File: src/rtl/crypto_seq_ctrl_pkg.sv
// Shared definitions for the scalar-crypto sequencer: FSM encoding, op-bit
// positions inside the decoded crypto_instruction bundle and default timing.
package crypto_seq_ctrl_pkg;

  localparam int OP_W    = 18;
  localparam int BS_W    = 2;
  localparam int INSTR_W = OP_W + BS_W;

  localparam int TIMEOUT_DEF = 64;
  localparam int CNT_W_DEF   = 7;

  // FSM state encoding
  localparam logic [1:0] ST_IDLE  = 2'd0;
  localparam logic [1:0] ST_ISSUE = 2'd1;
  localparam logic [1:0] ST_WAIT  = 2'd2;
  localparam logic [1:0] ST_WB    = 2'd3;

  // Byte-select field position in crypto_instruction
  localparam int BS_LSB = 18;
  localparam int BS_MSB = 19;

  // One-hot op bit positions in crypto_instruction[17:0]
  localparam int OP_SAES32_ENCS   = 17;
  localparam int OP_SAES32_ENCSM  = 16;
  localparam int OP_SAES32_DECS   = 15;
  localparam int OP_SAES32_DECSM  = 14;
  localparam int OP_SSHA256_SIG0  = 13;
  localparam int OP_SSHA256_SIG1  = 12;
  localparam int OP_SSHA256_SUM0  = 11;
  localparam int OP_SSHA256_SUM1  = 10;
  localparam int OP_SSHA512_SIG0H = 9;
  localparam int OP_SSHA512_SIG0L = 8;
  localparam int OP_SSHA512_SIG1H = 7;
  localparam int OP_SSHA512_SIG1L = 6;
  localparam int OP_SSHA512_SUM0R = 5;
  localparam int OP_SSHA512_SUM1R = 4;
  localparam int OP_SSM3_P0       = 3;
  localparam int OP_SSM3_P1       = 2;
  localparam int OP_SSM4_KS       = 1;
  localparam int OP_SSM4_ED       = 0;

  // Decoded crypto op bundle as delivered by the control unit
  typedef struct packed {
    logic [BS_W-1:0] bs;
    logic [OP_W-1:0] op;
  } crypto_instr_t;

endpackage

File: src/rtl/crypto_seq_ctrl_if.sv
// Bundle of the decode/register-file side, the crypto-unit side and the
// write-back side of the sequencer. The slave modport is the sequencer
// itself; the master modport is whatever surrounds it (core + crypto unit).
interface crypto_seq_ctrl_if;
  import crypto_seq_ctrl_pkg::*;

  // decode / register file
  logic               instr_valid;
  logic               is_scalar_crypto;
  logic [INSTR_W-1:0] crypto_instruction;
  logic [4:0]         rd_in;
  logic [31:0]        rs1_val;
  logic [31:0]        rs2_val;
  logic               flush;

  // crypto unit
  logic               cu_start;
  logic [OP_W-1:0]    cu_op;
  logic [BS_W-1:0]    cu_bs;
  logic [31:0]        cu_a;
  logic [31:0]        cu_b;
  logic               cu_done;
  logic [31:0]        cu_result;

  // core control / write-back
  logic               crypto_stall;
  logic               wb_en;
  logic [4:0]         wb_rd;
  logic [31:0]        wb_data;
  logic               crypto_err;

  modport slave (
    input  instr_valid, is_scalar_crypto, crypto_instruction, rd_in,
           rs1_val, rs2_val, flush, cu_done, cu_result,
    output cu_start, cu_op, cu_bs, cu_a, cu_b,
           crypto_stall, wb_en, wb_rd, wb_data, crypto_err
  );

  modport master (
    output instr_valid, is_scalar_crypto, crypto_instruction, rd_in,
           rs1_val, rs2_val, flush, cu_done, cu_result,
    input  cu_start, cu_op, cu_bs, cu_a, cu_b,
           crypto_stall, wb_en, wb_rd, wb_data, crypto_err
  );

endinterface

File: src/rtl/crypto_seq_ctrl_onehot_chk.sv
// Combinational exactly-one-bit-set detector for the crypto op field.
// Also used by the crypto unit to qualify its own op input.
module onehot_chk
  import crypto_seq_ctrl_pkg::*;
#(
  parameter int W = OP_W
) (
  input  logic [W-1:0] vec_i,
  output logic         onehot_o
);

  // Non-zero and clearing the lowest set bit leaves nothing behind
  always_comb begin
    onehot_o = (vec_i != {W{1'b0}}) &&
               ((vec_i & (vec_i - {{(W-1){1'b0}}, 1'b1})) == {W{1'b0}});
  end

endmodule

File: src/rtl/crypto_seq_ctrl.sv
// Sequencer for the multi-cycle scalar-crypto unit: accepts one decoded op,
// launches the unit, stalls the core until the result returns (or the op is
// flushed / times out) and issues a single register-file write.
module crypto_seq_ctrl
  import crypto_seq_ctrl_pkg::*;
#(
  parameter int TIMEOUT = TIMEOUT_DEF,
  parameter int CNT_W   = CNT_W_DEF
) (
  input logic              clk,
  input logic              rst,
  crypto_seq_ctrl_if.slave bus
);

  logic [1:0]       state_q, state_d;
  logic [CNT_W-1:0] cnt_q,   cnt_d;
  logic [OP_W-1:0]  op_q,    op_d;
  logic [BS_W-1:0]  bs_q,    bs_d;
  logic [31:0]      a_q,     a_d;
  logic [31:0]      b_q,     b_d;
  logic [4:0]       rd_q,    rd_d;
  logic [31:0]      wdat_q,  wdat_d;
  logic             start_q, start_d;
  logic             wben_q,  wben_d;
  logic             err_q,   err_d;

  logic             accept_s;
  logic             op_legal_s;
  logic             timeout_s;
  logic             stall_s;

  onehot_chk #(.W(OP_W)) u_onehot_chk (
    .vec_i    (bus.crypto_instruction[OP_W-1:0]),
    .onehot_o (op_legal_s)
  );

  // Accept qualification and timeout detection
  always_comb begin
    accept_s  = bus.instr_valid & bus.is_scalar_crypto & ~bus.flush;
    timeout_s = (cnt_q == CNT_W'(TIMEOUT - 1));
  end

  // Next-state and registered-output logic of the sequencing FSM
  always_comb begin
    state_d = state_q;
    cnt_d   = cnt_q;
    op_d    = op_q;
    bs_d    = bs_q;
    a_d     = a_q;
    b_d     = b_q;
    rd_d    = rd_q;
    wdat_d  = wdat_q;
    start_d = 1'b0;
    wben_d  = 1'b0;
    err_d   = 1'b0;

    case (state_q)
      ST_IDLE: begin
        if (accept_s) begin
          if (op_legal_s) begin
            op_d    = bus.crypto_instruction[OP_W-1:0];
            bs_d    = bus.crypto_instruction[BS_MSB:BS_LSB];
            a_d     = bus.rs1_val;
            b_d     = bus.rs2_val;
            rd_d    = bus.rd_in;
            start_d = 1'b1;
            state_d = ST_ISSUE;
          end else begin
            // malformed bundle: report and drop, never launch the unit
            err_d   = 1'b1;
            state_d = ST_IDLE;
          end
        end else begin
          state_d = ST_IDLE;
        end
      end

      ST_ISSUE: begin
        // cu_start is high this cycle; cu_done cannot legally arrive yet
        cnt_d = {CNT_W{1'b0}};
        if (bus.flush) begin
          state_d = ST_IDLE;
        end else begin
          state_d = ST_WAIT;
        end
      end

      ST_WAIT: begin
        cnt_d = cnt_q + {{(CNT_W-1){1'b0}}, 1'b1};
        if (bus.flush) begin
          // a result arriving with the flush belongs to a killed op
          state_d = ST_IDLE;
        end else if (bus.cu_done) begin
          // result wins over a coincident timeout
          wdat_d  = bus.cu_result;
          wben_d  = (rd_q != 5'd0);
          state_d = ST_WB;
        end else if (timeout_s) begin
          err_d   = 1'b1;
          state_d = ST_IDLE;
        end else begin
          state_d = ST_WAIT;
        end
      end

      ST_WB: begin
        // write is already on wb_en this cycle; flush cannot cancel it
        state_d = ST_IDLE;
      end

      default: begin
        state_d = ST_IDLE;
      end
    endcase
  end

  // Core stall: held while the op is in flight, and in the accept cycle
  always_comb begin
    case (state_q)
      ST_IDLE:  stall_s = accept_s;
      ST_ISSUE: stall_s = 1'b1;
      ST_WAIT:  stall_s = 1'b1;
      ST_WB:    stall_s = 1'b0;
      default:  stall_s = 1'b0;
    endcase
  end

  // State, operand and output registers; reset drops any in-flight op
  always_ff @(posedge clk or negedge rst) begin
    if (!rst) begin
      state_q <= ST_IDLE;
      cnt_q   <= {CNT_W{1'b0}};
      op_q    <= {OP_W{1'b0}};
      bs_q    <= {BS_W{1'b0}};
      a_q     <= 32'd0;
      b_q     <= 32'd0;
      rd_q    <= 5'd0;
      wdat_q  <= 32'd0;
      start_q <= 1'b0;
      wben_q  <= 1'b0;
      err_q   <= 1'b0;
    end else begin
      state_q <= state_d;
      cnt_q   <= cnt_d;
      op_q    <= op_d;
      bs_q    <= bs_d;
      a_q     <= a_d;
      b_q     <= b_d;
      rd_q    <= rd_d;
      wdat_q  <= wdat_d;
      start_q <= start_d;
      wben_q  <= wben_d;
      err_q   <= err_d;
    end
  end

  assign bus.cu_start     = start_q;
  assign bus.cu_op        = op_q;
  assign bus.cu_bs        = bs_q;
  assign bus.cu_a         = a_q;
  assign bus.cu_b         = b_q;
  assign bus.wb_en        = wben_q;
  assign bus.wb_rd        = rd_q;
  assign bus.wb_data      = wdat_q;
  assign bus.crypto_err   = err_q;
  assign bus.crypto_stall = stall_s;

endmodule

File: src/flat_wrapper.sv
// flat-port wrapper written by rule: the top's interface ports become plain ports
module crypto_seq_ctrl_flat import crypto_seq_ctrl_pkg::*;
#(
  parameter int TIMEOUT = TIMEOUT_DEF,
  parameter int CNT_W   = CNT_W_DEF
)
  (clk, rst, bus_instr_valid, bus_is_scalar_crypto, bus_crypto_instruction, bus_rd_in, bus_rs1_val, bus_rs2_val, bus_flush, bus_cu_done, bus_cu_result, bus_cu_start, bus_cu_op, bus_cu_bs, bus_cu_a, bus_cu_b, bus_crypto_stall, bus_wb_en, bus_wb_rd, bus_wb_data, bus_crypto_err);
  crypto_seq_ctrl_if bus_i ();
  input logic clk;
  input logic rst;
  input wire logic [$bits(bus_i.instr_valid)-1:0] bus_instr_valid;
  input wire logic [$bits(bus_i.is_scalar_crypto)-1:0] bus_is_scalar_crypto;
  input wire logic [$bits(bus_i.crypto_instruction)-1:0] bus_crypto_instruction;
  input wire logic [$bits(bus_i.rd_in)-1:0] bus_rd_in;
  input wire logic [$bits(bus_i.rs1_val)-1:0] bus_rs1_val;
  input wire logic [$bits(bus_i.rs2_val)-1:0] bus_rs2_val;
  input wire logic [$bits(bus_i.flush)-1:0] bus_flush;
  input wire logic [$bits(bus_i.cu_done)-1:0] bus_cu_done;
  input wire logic [$bits(bus_i.cu_result)-1:0] bus_cu_result;
  output wire logic [$bits(bus_i.cu_start)-1:0] bus_cu_start;
  output wire logic [$bits(bus_i.cu_op)-1:0] bus_cu_op;
  output wire logic [$bits(bus_i.cu_bs)-1:0] bus_cu_bs;
  output wire logic [$bits(bus_i.cu_a)-1:0] bus_cu_a;
  output wire logic [$bits(bus_i.cu_b)-1:0] bus_cu_b;
  output wire logic [$bits(bus_i.crypto_stall)-1:0] bus_crypto_stall;
  output wire logic [$bits(bus_i.wb_en)-1:0] bus_wb_en;
  output wire logic [$bits(bus_i.wb_rd)-1:0] bus_wb_rd;
  output wire logic [$bits(bus_i.wb_data)-1:0] bus_wb_data;
  output wire logic [$bits(bus_i.crypto_err)-1:0] bus_crypto_err;
  assign bus_i.instr_valid = bus_instr_valid;
  assign bus_i.is_scalar_crypto = bus_is_scalar_crypto;
  assign bus_i.crypto_instruction = bus_crypto_instruction;
  assign bus_i.rd_in = bus_rd_in;
  assign bus_i.rs1_val = bus_rs1_val;
  assign bus_i.rs2_val = bus_rs2_val;
  assign bus_i.flush = bus_flush;
  assign bus_i.cu_done = bus_cu_done;
  assign bus_i.cu_result = bus_cu_result;
  assign bus_cu_start = bus_i.cu_start;
  assign bus_cu_op = bus_i.cu_op;
  assign bus_cu_bs = bus_i.cu_bs;
  assign bus_cu_a = bus_i.cu_a;
  assign bus_cu_b = bus_i.cu_b;
  assign bus_crypto_stall = bus_i.crypto_stall;
  assign bus_wb_en = bus_i.wb_en;
  assign bus_wb_rd = bus_i.wb_rd;
  assign bus_wb_data = bus_i.wb_data;
  assign bus_crypto_err = bus_i.crypto_err;
  crypto_seq_ctrl #(.TIMEOUT(TIMEOUT), .CNT_W(CNT_W)) u_core (.clk(clk), .rst(rst), .bus(bus_i));
endmodule
File: config.mk
export PLATFORM = sky130hd
export DESIGN_NAME = crypto_seq_ctrl_flat
export DESIGN_NICKNAME = d
export VERILOG_FILES = /design/src/rtl/crypto_seq_ctrl_pkg.sv /design/src/rtl/crypto_seq_ctrl_if.sv /design/src/rtl/crypto_seq_ctrl_onehot_chk.sv /design/src/rtl/crypto_seq_ctrl.sv /design/src/flat_wrapper.sv
export SDC_FILE = /design/constraint.sdc
export NUM_CORES = 1
export LEC_CHECK = 0
export ABC_CLOCK_PERIOD_IN_PS = 2700
export CAP_MARGIN = 20
export CORE_ASPECT_RATIO = 1.2
export CORE_MARGIN = 4
export CORE_UTILIZATION = 35
export CTS_BUF_LIST = sky130_fd_sc_hd__clkbuf_8
export CTS_CLUSTER_SIZE = 16
export DETAILED_ROUTE_END_ITERATION = 6
export GPL_TIMING_DRIVEN = 0
export PLACE_DENSITY_LB_ADDON = 0.15
export SKIP_CTS_REPAIR_TIMING = 1
export SYNTH_ARGS = -nofsm -noshare
export SYNTH_HDL_FRONTEND = slang
export SYNTH_SLANG_ARGS = --single-unit
File: constraint.sdc
create_clock -name clk -period 2.7 [get_ports clk]
set_input_delay 0.54 -clock clk [delete_from_list [all_inputs] [get_ports clk]]
set_output_delay 0.54 -clock clk [all_outputs]
set_load 0.005 [all_outputs]
==> results of run 1 <==
[state kept, by name, indices dropped and copies added, names as in the netlist]
signal	flops
u_core.state_q	2
u_core.bus.cu_op	18
u_core.bus.wb_en	1
u_core.bus.cu_start	1
u_core.bus.cu_b	32
u_core.bus.cu_a	32
u_core.bus.cu_bs	2
u_core.bus.wb_rd	5
u_core.bus.crypto_err	1
u_core.bus.wb_data	32
u_core.cnt_q	7
[path summary, 6_finish.rpt]
path,start,end,slack (ns),cells after the start
max,bus_crypto_instruction[1],u_core.bus.cu_b[6]$_DFFE_PN0P_,-0.20,9
min,rst,u_core.bus.cu_b[24]$_DFFE_PN0P_,0.1,1
max reg2reg,u_core.state_q[0]$_DFF_PN0_,u_core.bus.cu_b[6]$_DFFE_PN0P_,0.44,7
min reg2reg,u_core.bus.wb_data[15]$_DFFE_PN0P_,u_core.bus.wb_data[15]$_DFFE_PN0P_,0.51,1
max in group asynchronous,rst,u_core.bus.wb_data[31]$_DFFE_PN0P_,1.85,2
min in group clk,bus_crypto_instruction[1],u_core.bus.cu_op[1]$_DFFE_PN0P_,0.35,2
[stage by stage]
stage,instances,hold slack (ns)
2_1_floorplan,344,0.244
3_3_place_gp,799,0.466
3_5_place_dp,800,0.478
4_1_cts,832,0.0962
5_1_grt,843,0.105
6_report,843,0.0978
[cell usage after synthesis (all sizes together) (2+ instances only)]
master   instances  area, um2
dfrtp          133       3330
mux2           121       1360
buf              9        101
nor3             8       40.0
nor2             7       26.3
inv              6       22.5
o21ai            6       30.0
or3              6       37.5
a21oi            5       25.0
nor4             5       46.3
clkbuf           4       15.0
ha               4       50.1
a211o            3       26.3
a21o             3       22.5
nand3            3       15.0
maj3             2       20.0
mux2i            2       20.0
nand2            2       7.51
o2bb2ai          2       17.5
[worst reg2reg max path, delay by kind of cell (launching register included)]
| family | cells | cell delay [ns] |
|---|---|---|
| and+or+nand+nor | 2 | 0.72 |
| DFF | 1 | 0.39 |
| buffers and inverters | 3 | 0.55 |
| adders and majority gates | 1 | 0.21 |
| muxes | 1 | 0.29 |
[cell usage in the layout, fill, tap and decap left out, types with 2 or more instances in the layout]
cell,instances
or3_4,3
inv_1,10
nor2_1,7
buf_12,10
mux2_4,88
bufinv_16,2
clkbuf_2,2
or3_1,3
o2bb2ai_1,2
clkbuf_8,19
ha_1,3
nor4_1,2
clkbuf_16,9
clkdlybuf4s50_1,241
mux2_2,33
clkbuf_1,4
o21ai_0,6
a211o_1,3
nor4_4,2
dfrtp_1,133
maj3_1,2
nor3_1,8
dlymetal6s2s_1,5
clkinv_2,4
nand3_1,3
buf_6,3
a21oi_1,5
mux2i_1,2
a21o_1,3
clkinvlp_4,3
nand2_1,2
[cell type report]
class	instances	area, um2
inverters	6	22.5
plain buffers	13	195
multi-input cells	192	2220
flip-flops and latches	133	3330
well taps	204	255
clock inverters	13	118
fillers	1245	5760
clock buffers	19	262
repair buffers	263	2800
[per-layer routing]
metal	vias up	global-route usage, %	wire length [um]
met2	151	29.1	8290
met3	22	8.04	1300
li1	1799	-	-
met5	-	0	0
met1	1947	16.6	5450
met4	0	7.40	333
[power by group through the flow]
| stage | clock network, W | registers (W) | logic [W] |
|---|---|---|---|
| 6_report | 0.00161 | 0.00199 | 0.000265 |
| 5_1_grt | 0.00177 | 0.00199 | 0.000286 |
| 4_1_cts | 0.00168 | 0.00199 | 0.000262 |
| 3_5_place_dp | 0 | 0.00203 | 0.000261 |
| 3_3_place_gp | 0 | 0.00203 | 0.000250 |
| 2_1_floorplan | 0 | 0.00203 | 0.0000164 |
[kinds of logic after synthesis]
| group | after synthesis |
|---|---|
| buf+inv | 19 |
| simple gates | 38 |
| fa+ha+maj | 6 |
| compound gates | 23 |
| flops | 133 |
| xor+xnor | 2 |
| mux | 123 |
==> flow_metrics.tcl, run 1 <==
set metrics [dict create \
    syn_nets 475 \
    status "finished with violations" \
    drive_above_1_share_pct 28.6 \
    io_buffers 251 \
    synth_top_family_by_area "multiplexers" \
    internal-power_w 0.00302 \
    clk_pin_slew_ns 0.07 \
    hpwl_um 10800 \
    cts_htree_levels 4 \
    die_x_um 121 \
    drc_errors 0 \
    clock-skew-final_ns 0.0114 \
    wl_um 15400 \
    cts_sinks 133 \
    syn-cell-area_mm2 0.00532 \
    fin_crit_sh_pct 107 \
    path_delay_family "simple AND/OR/NAND/NOR gates" \
    drtAntennaViolNets 0 \
    setup_viol 89 \
    antennaDiodeCount 0 \
    initial_core_util_pct 35.6 \
    setup_slack_ns -0.198 \
    path_buf_inv 3 \
    cts-root-buf "clkbuf_8" \
    post_synth_inst_count 344 \
    stdcell_area_mm2 0.00920 \
    p_sw_w 0.000853 \
    critPathMaxStageDelay_ns 0.54 \
    antenna_found_initial 0 \
    yosys.area_share.xor_xnor_pct 0.329 \
    ys_ff_latch 133 \
    p_seq_share_pct 51.5 \
    synth_ff_type "dfrtp_1" \
    rsz0062_at_grt "yes" \
    yosys_warnings 0 \
    rows 49 \
    overflow 0 \
    end_kind "flop" \
    synthAdderAreaFrac_pct 1.32 \
    worstPathRequired_ns 3.02 \
    postLayoutCoreUtil_pct 61.5 \
    critPathMaxFanout 8 \
    tightest_slew_ns 0.633 \
    cts_tree "built" \
    place_ws_ns -1.40 \
    cts_made_buffers 17 \
    pwr-share-clk_pct 41.7 \
    dpl_cell_area_mm2 0.00813 \
    hold_violations 0 \
    grt_pass1_vias 4350 \
    peakVddDrop_uv 300 \
    grt_pass1_wl_um 22200 \
    synth-seq-area-share_pct 62.6 \
    p_leak_nw 4.14 \
    crit_chain "buf_6, or4_4, or3_4, a211o_1, a21o_1, nor4_4, clkbuf_16, clkbuf_16, mux2_4" \
    synth_compound_area_share_pct 2.92 \
    routedWlPerCell_um 18.2 \
    synthToLayoutAreaGrowth_pct 73.0 \
    netlist-cell-type-count 34 \
    synth_mux_area_share_pct 26.0 \
    min_path_type "in -> async" \
    fin_tns_setup_ns -13.64 \
    violations "setup timing" \
    cp.arrival_ns 3.21 \
    period_needed_ns 2.90 \
    p_comb_share_pct 6.8 \
    grt_usage_pct 16.6 \
    clock_path_buffers 2 \
    synthSimpleGateAreaFrac_pct 4.26 \
    gp_congestion 0.737 \
    total_power_w 0.00387 \
    grt_max_degree 69 \
    die-area_mm2 0.0172 \
    avgViaCountPerCell 4.65 \
    syn_area_per_cell_um2 15.5 \
    maxCapViolCount 0 \
    io_pins 252 \
    cp_slowest_cell "or4_4" \
    synth_edf_count 0 \
    worst-setup-path-type "in -> reg" \
    die_y_um 143 \
    swShare_pct 22.0 \
    relSlewSlack_pct 57.8 \
    core_mm2 0.0150 \
    drt_iter0_drc 112 \
    clk_latency_ns 0.44 \
    final_nets 757 \
    vias 3919 \
    start_kind "primary input" \
    drt_pre_antenna_iters 4 \
    cellPowerDensity_mw_per_mm2 421 \
    synth-async-reset-ratio_pct 100 \
    fmaxAchievable_mhz 345 \
    crit_top_cell "clkbuf_16" \
    slew_violations 0 \
]
No activity file was read; power rests on OpenSTA's default activity.
==> run 2: changes to the inputs <==
--- a/config.mk
+++ b/config.mk
@@ -8,13 +8,13 @@
 export ABC_CLOCK_PERIOD_IN_PS = 2700
 export CAP_MARGIN = 20
 export CORE_ASPECT_RATIO = 1.2
-export CORE_MARGIN = 4
 export CORE_UTILIZATION = 35
 export CTS_BUF_LIST = sky130_fd_sc_hd__clkbuf_8
 export CTS_CLUSTER_SIZE = 16
 export DETAILED_ROUTE_END_ITERATION = 6
 export GPL_TIMING_DRIVEN = 0
 export PLACE_DENSITY_LB_ADDON = 0.15
+export REMOVE_ABC_BUFFERS = 1
 export SKIP_CTS_REPAIR_TIMING = 1
 export SYNTH_ARGS = -nofsm -noshare
 export SYNTH_HDL_FRONTEND = slang
==> flow_metrics.tcl, run 2 (synthesized netlist as in run 1, its figures left out) <==
set metrics [dict create \
    status "finished with violations" \
    violations "setup timing" \
    synthToLayoutAreaGrowth_pct 66.5 \
    vias 3945 \
    setup_viol 46 \
    wl_um 13800 \
    final_common_cell "clkdlybuf4s50_1" \
    io_buffers 251 \
    hold_violations 0 \
    min_path_type "in -> async" \
    overflow 0 \
    io_pins 252 \
    gp_congestion 0.750 \
    postLayoutCoreUtil_pct 59.5 \
    final_nets 758 \
    critPathMaxStageDelay_ns 0.57 \
    p_leak_nw 4.09 \
    cts_made_buffers 17 \
    clk_latency_ns 0.44 \
    r2r_start "u_core.state_q[0]$_DFF_PN0_" \
    ff_latch_area_mm2 0.00333 \
    fin_crit_sh_pct 105 \
    die_x_um 115 \
    initial_core_util_pct 35.7 \
    worst-setup-path-type "in -> reg" \
    maxCapViolCount 0 \
    end_kind "flop" \
    drc_errors 0 \
    tightest_slew_ns 0.614 \
    clock-skew-final_ns 0.0127 \
    reg2reg_depth 10 \
    relSlewSlack_pct 59.1 \
    drive_above_1_share_pct 29.4 \
    cts_tree "built" \
    rsz0062_at_grt "yes" \
    regToRegEndpoint "u_core.bus.cu_b[20]$_DFFE_PN0P_" \
    die_y_um 137 \
    worstPathRequired_ns 3.02 \
    cts-root-buf "clkbuf_8" \
    grt_pass1_wl_um 20100 \
    setup_slack_ns -0.137 \
    start_kind "primary input" \
    peakVddDrop_uv 348 \
    core_mm2 0.0149 \
    final_cell_mix "clkdlybuf4s50_1, dfrtp_1, mux2_2" \
    fmaxAchievable_mhz 353 \
    cp.arrival_ns 3.16 \
    critPathMaxFanout 7 \
    slew_violations 0 \
    grt_usage_pct 17.2 \
    antenna_found_initial 0 \
    period_needed_ns 2.84 \
    fillers 1220 \
    drt_iter0_drc 85 \
    cts_sinks 133 \
    grt_pass1_vias 3997 \
    cts_htree_levels 4 \
    clk_pin_slew_ns 0.08 \
    critPathLaunch "bus_crypto_instruction[1]" \
    rows 49 \
    die-area_mm2 0.0157 \
    drtAntennaViolNets 0 \
    place_ws_ns -1.56 \
    hpwl_um 10200 \
    r2r_slack_ns 0.36 \
    crit_chain "buf_6, or4_4, or3_4, a211o_1, a21o_1, nor4_4, buf_6, buf_12, buf_12, clkbuf_16, mux2_4" \
    antennaDiodeCount 0 \
    drt_pre_antenna_iters 6 \
    cp_slowest_cell "or4_4" \
    avgViaCountPerCell 4.67 \
    holdWs_ns 0.0854 \
    grt_max_degree 70 \
    routedWlPerCell_um 16.3 \
    fin_tns_setup_ns -4.51 \
    multi_input_area_mm2 0.00199 \
    cellPowerDensity_mw_per_mm2 439 \
    setup.worst_path.end "u_core.bus.cu_b[20]$_DFFE_PN0P_" \
    clock_path_buffers 2 \
]
==> run 2: cell types whose count changed in the layout (fill, tap and decap cells not counted), sizes merged <==
cell,delta
buf,+13
clkbuf,-10
dlymetal6s2s,+4
clkdlybuf4s50,-3
inv,-3
bufinv,-1
clkinvlp,+1
==> run 2: how the worst min path moves through the flow <==
stage / start / endpoint / cells past startpoint
floorplan: rst / u_core.bus.crypto_err$_DFF_PN0_ / 0
global placement: u_core.bus.cu_b[18]$_DFFE_PN0P_ / u_core.bus.cu_b[18]$_DFFE_PN0P_ / 1
detailed placement: u_core.bus.cu_b[17]$_DFFE_PN0P_ / u_core.bus.cu_b[17]$_DFFE_PN0P_ / 1
CTS: rst / u_core.bus.wb_data[9]$_DFFE_PN0P_ / 1
global route: rst / u_core.bus.wb_data[15]$_DFFE_PN0P_ / 1
finish: rst / u_core.bus.wb_data[15]$_DFFE_PN0P_ / 1
==> run 2: through the flow <==
step | instances | total power (W) | cell area (um2)
after floorplan | 331 | 0.00205 | 5200
after global placement | 786 | 0.00228 | 7970
after detailed placement | 796 | 0.00229 | 8120
after CTS | 828 | 0.00394 | 8520
after global routing | 844 | 0.00404 | 8860
final | 844 | 0.00388 | 8860
==> run 2: area by class of cell <==
class / count / area share (%)
Clock buffer: 22 / 3.42
Sequential cell: 133 / 37.6
Timing Repair Buffer: 277 / 32.3
Multi-Input combinational cell: 192 / 22.5
Tap cell: 204 / 2.88
Clock inverter: 10 / 1.09
Inverter: 6 / 0.254
==> run 2: critical path: cells and delay by family <==
kind,cells,cell delay [ns]
multiplexers,1,0.29
AO/OA/AOI/OAI,2,0.47
AND/OR/NAND/NOR,3,1.15
buffers and inverters,5,0.69
==> run 2: where the power goes <==
part           total, W  switching [W]  internal, W
Clock           0.00163       0.000778     0.000853
Sequential      0.00199    0.000000261      0.00199
Combinational  0.000263      0.0000873     0.000175
Total           0.00388       0.000865      0.00302
==> run 2: metal layers <==
layer  up-vias  part of all wire, %  GRT usage (%)
met5         -                    0              0
met4         0                  2.4           9.09
met2       130                   55           31.0
met3        22                  7.0           5.80
met1      1987                   36           17.7
li1       1806                    -              -
==> run 3: changes to the inputs <==
--- a/config.mk
+++ b/config.mk
@@ -9,7 +9,6 @@
 export CAP_MARGIN = 20
 export CORE_ASPECT_RATIO = 1.2
 export CORE_UTILIZATION = 35
-export CTS_BUF_LIST = sky130_fd_sc_hd__clkbuf_8
 export CTS_CLUSTER_SIZE = 16
 export DETAILED_ROUTE_END_ITERATION = 6
 export GPL_TIMING_DRIVEN = 0
==> flow_metrics.tcl, run 3 (synthesized netlist as in run 1, its figures left out) <==
set metrics [dict create \
    io_buffers 251 \
    internal-power_w 0.00356 \
    antennaDiodeCount 0 \
    setup_slack_ns -0.164 \
    die_y_um 137 \
    p_leak_nw 4.17 \
    critPathMaxFanout 7 \
    core_mm2 0.0149 \
    holdWs_ns 0.110 \
    antenna_found_initial 0 \
    drt_iter0_drc 78 \
    die_x_um 115 \
    drc_errors 0 \
    fin_tns_setup_ns -5.61 \
    setup_viol 46 \
    swShare_pct 20.8 \
    p_comb_share_pct 5.8 \
    grt_pass1_wl_um 20300 \
    tightest_slew_ns 0.620 \
    clock-skew-final_ns 0.00753 \
    status "finished with violations" \
    maxCapViolCount 0 \
    grt_usage_pct 17.4 \
    cts_sinks 133 \
    fillers 1190 \
    io_pins 252 \
    start_kind "primary input" \
    cts_tree "built" \
    p_seq_share_pct 44.4 \
    end_kind "flop" \
    cts_made_buffers 17 \
    rsz0062_at_grt "yes" \
    overflow 0 \
    violations "setup timing" \
    cp_slowest_cell "or4_4" \
    grt_pass1_vias 4036 \
    clk_latency_ns 0.42 \
    worstPathRequired_ns 3.00 \
    die-area_mm2 0.0157 \
    drt_pre_antenna_iters 6 \
    cp.arrival_ns 3.16 \
    cts-root-buf "clkbuf_16" \
    hold_violations 0 \
    clk_pin_slew_ns 0.06 \
    critPathMaxStageDelay_ns 0.57 \
    worst-setup-path-type "in -> reg" \
    synthToLayoutAreaGrowth_pct 70.1 \
    slew_violations 0 \
    drtAntennaViolNets 0 \
    routedWlPerCell_um 16.5 \
    relSlewSlack_pct 58.7 \
    drive_above_1_share_pct 29.1 \
    initial_core_util_pct 35.7 \
    rows 49 \
    final_common_cell "clkdlybuf4s50_1" \
    reg2reg_depth 9 \
    final_cell_mix "clkdlybuf4s50_1, dfrtp_1, mux2_2" \
    fin_crit_sh_pct 106 \
    crit_chain "buf_6, or4_4, or3_4, a211o_1, a21o_1, nor4_4, buf_6, buf_12, buf_12, clkbuf_16, mux2_4" \
    avgViaCountPerCell 4.66 \
    period_needed_ns 2.86 \
    gp_congestion 0.750 \
    total_power_w 0.00449 \
    peakVddDrop_uv 324 \
    p_sw_w 0.000932 \
    final_nets 757 \
    ff_latch_area_mm2 0.00333 \
    cellPowerDensity_mw_per_mm2 496 \
    clock_path_buffers 2 \
    fmaxAchievable_mhz 349 \
    hpwl_um 10200 \
    wl_um 13900 \
    min_path_type "in -> async" \
    multi_input_area_mm2 0.00199 \
    pwr-share-clk_pct 49.7 \
    grt_max_degree 70 \
    vias 3930 \
    cts_htree_levels 4 \
]
==> run 3: final timing paths <==
kind / end / slack, ns / startpoint
worst min register to register: u_core.bus.cu_b[17]$_DFFE_PN0P_ / 0.48 / u_core.bus.cu_b[17]$_DFFE_PN0P_
min in group clk: u_core.bus.cu_op[1]$_DFFE_PN0P_ / 0.37 / bus_crypto_instruction[1]
worst min-delay path: u_core.bus.wb_data[15]$_DFFE_PN0P_ / 0.11 / rst
worst max-delay path: u_core.bus.cu_a[22]$_DFFE_PN0P_ / -0.16 / bus_crypto_instruction[1]
worst max register to register: u_core.bus.cu_a[22]$_DFFE_PN0P_ / 0.36 / u_core.state_q[0]$_DFF_PN0_
max in group asynchronous: u_core.bus.cu_op[8]$_DFFE_PN0P_ / 1.83 / rst
==> run 3: power groups by stage <==
stage / clock [W] / sequential (W) / combinational [W]
2_1_floorplan: 0 / 0.00203 / 0.0000160
3_3_place_gp: 0 / 0.00203 / 0.000248
3_5_place_dp: 0 / 0.00203 / 0.000259
4_1_cts: 0.00230 / 0.00199 / 0.000261
5_1_grt: 0.00238 / 0.00199 / 0.000284
6_report: 0.00223 / 0.00200 / 0.000262
==> run 3: worst max-delay path, delay by kind of cell <==
family / cells / cell delay [ns]
compound gates: 2 / 0.47
buf+inv: 5 / 0.69
mux: 1 / 0.30
simple gates: 3 / 1.16
==> run 3: per-stage QoR <==
stage,cells,util [%],setup WS [ns],cell area (um2)
5_1_grt,843,60.7,-0.219,9040
3_5_place_dp,796,54.5,-1.56,8120
6_report,843,60.7,-0.164,9040
3_3_place_gp,786,53.5,-4.72,7970
4_1_cts,828,58.5,-1.13,8710
2_1_floorplan,331,-,-2.75,5200
==> run 3: layout make-up <==
class	instances	share of cell area (%)
tap	204	2.82
sequential	133	36.8
timing repair buffer	276	31.6
clock inverter	10	1.07
inverter	6	0.249
multi-input combinational	192	22.0
clock buffer	22	5.46
==> run 3: metal layers <==
metal | up-vias | routed length [um] | track usage, %
met4 | 0 | 295 | 9.31
met1 | 1977 | 4920 | 17.8
met2 | 128 | 7720 | 31.3
li1 | 1804 | - | -
met3 | 21 | 969 | 5.89
met5 | - | 0 | 0
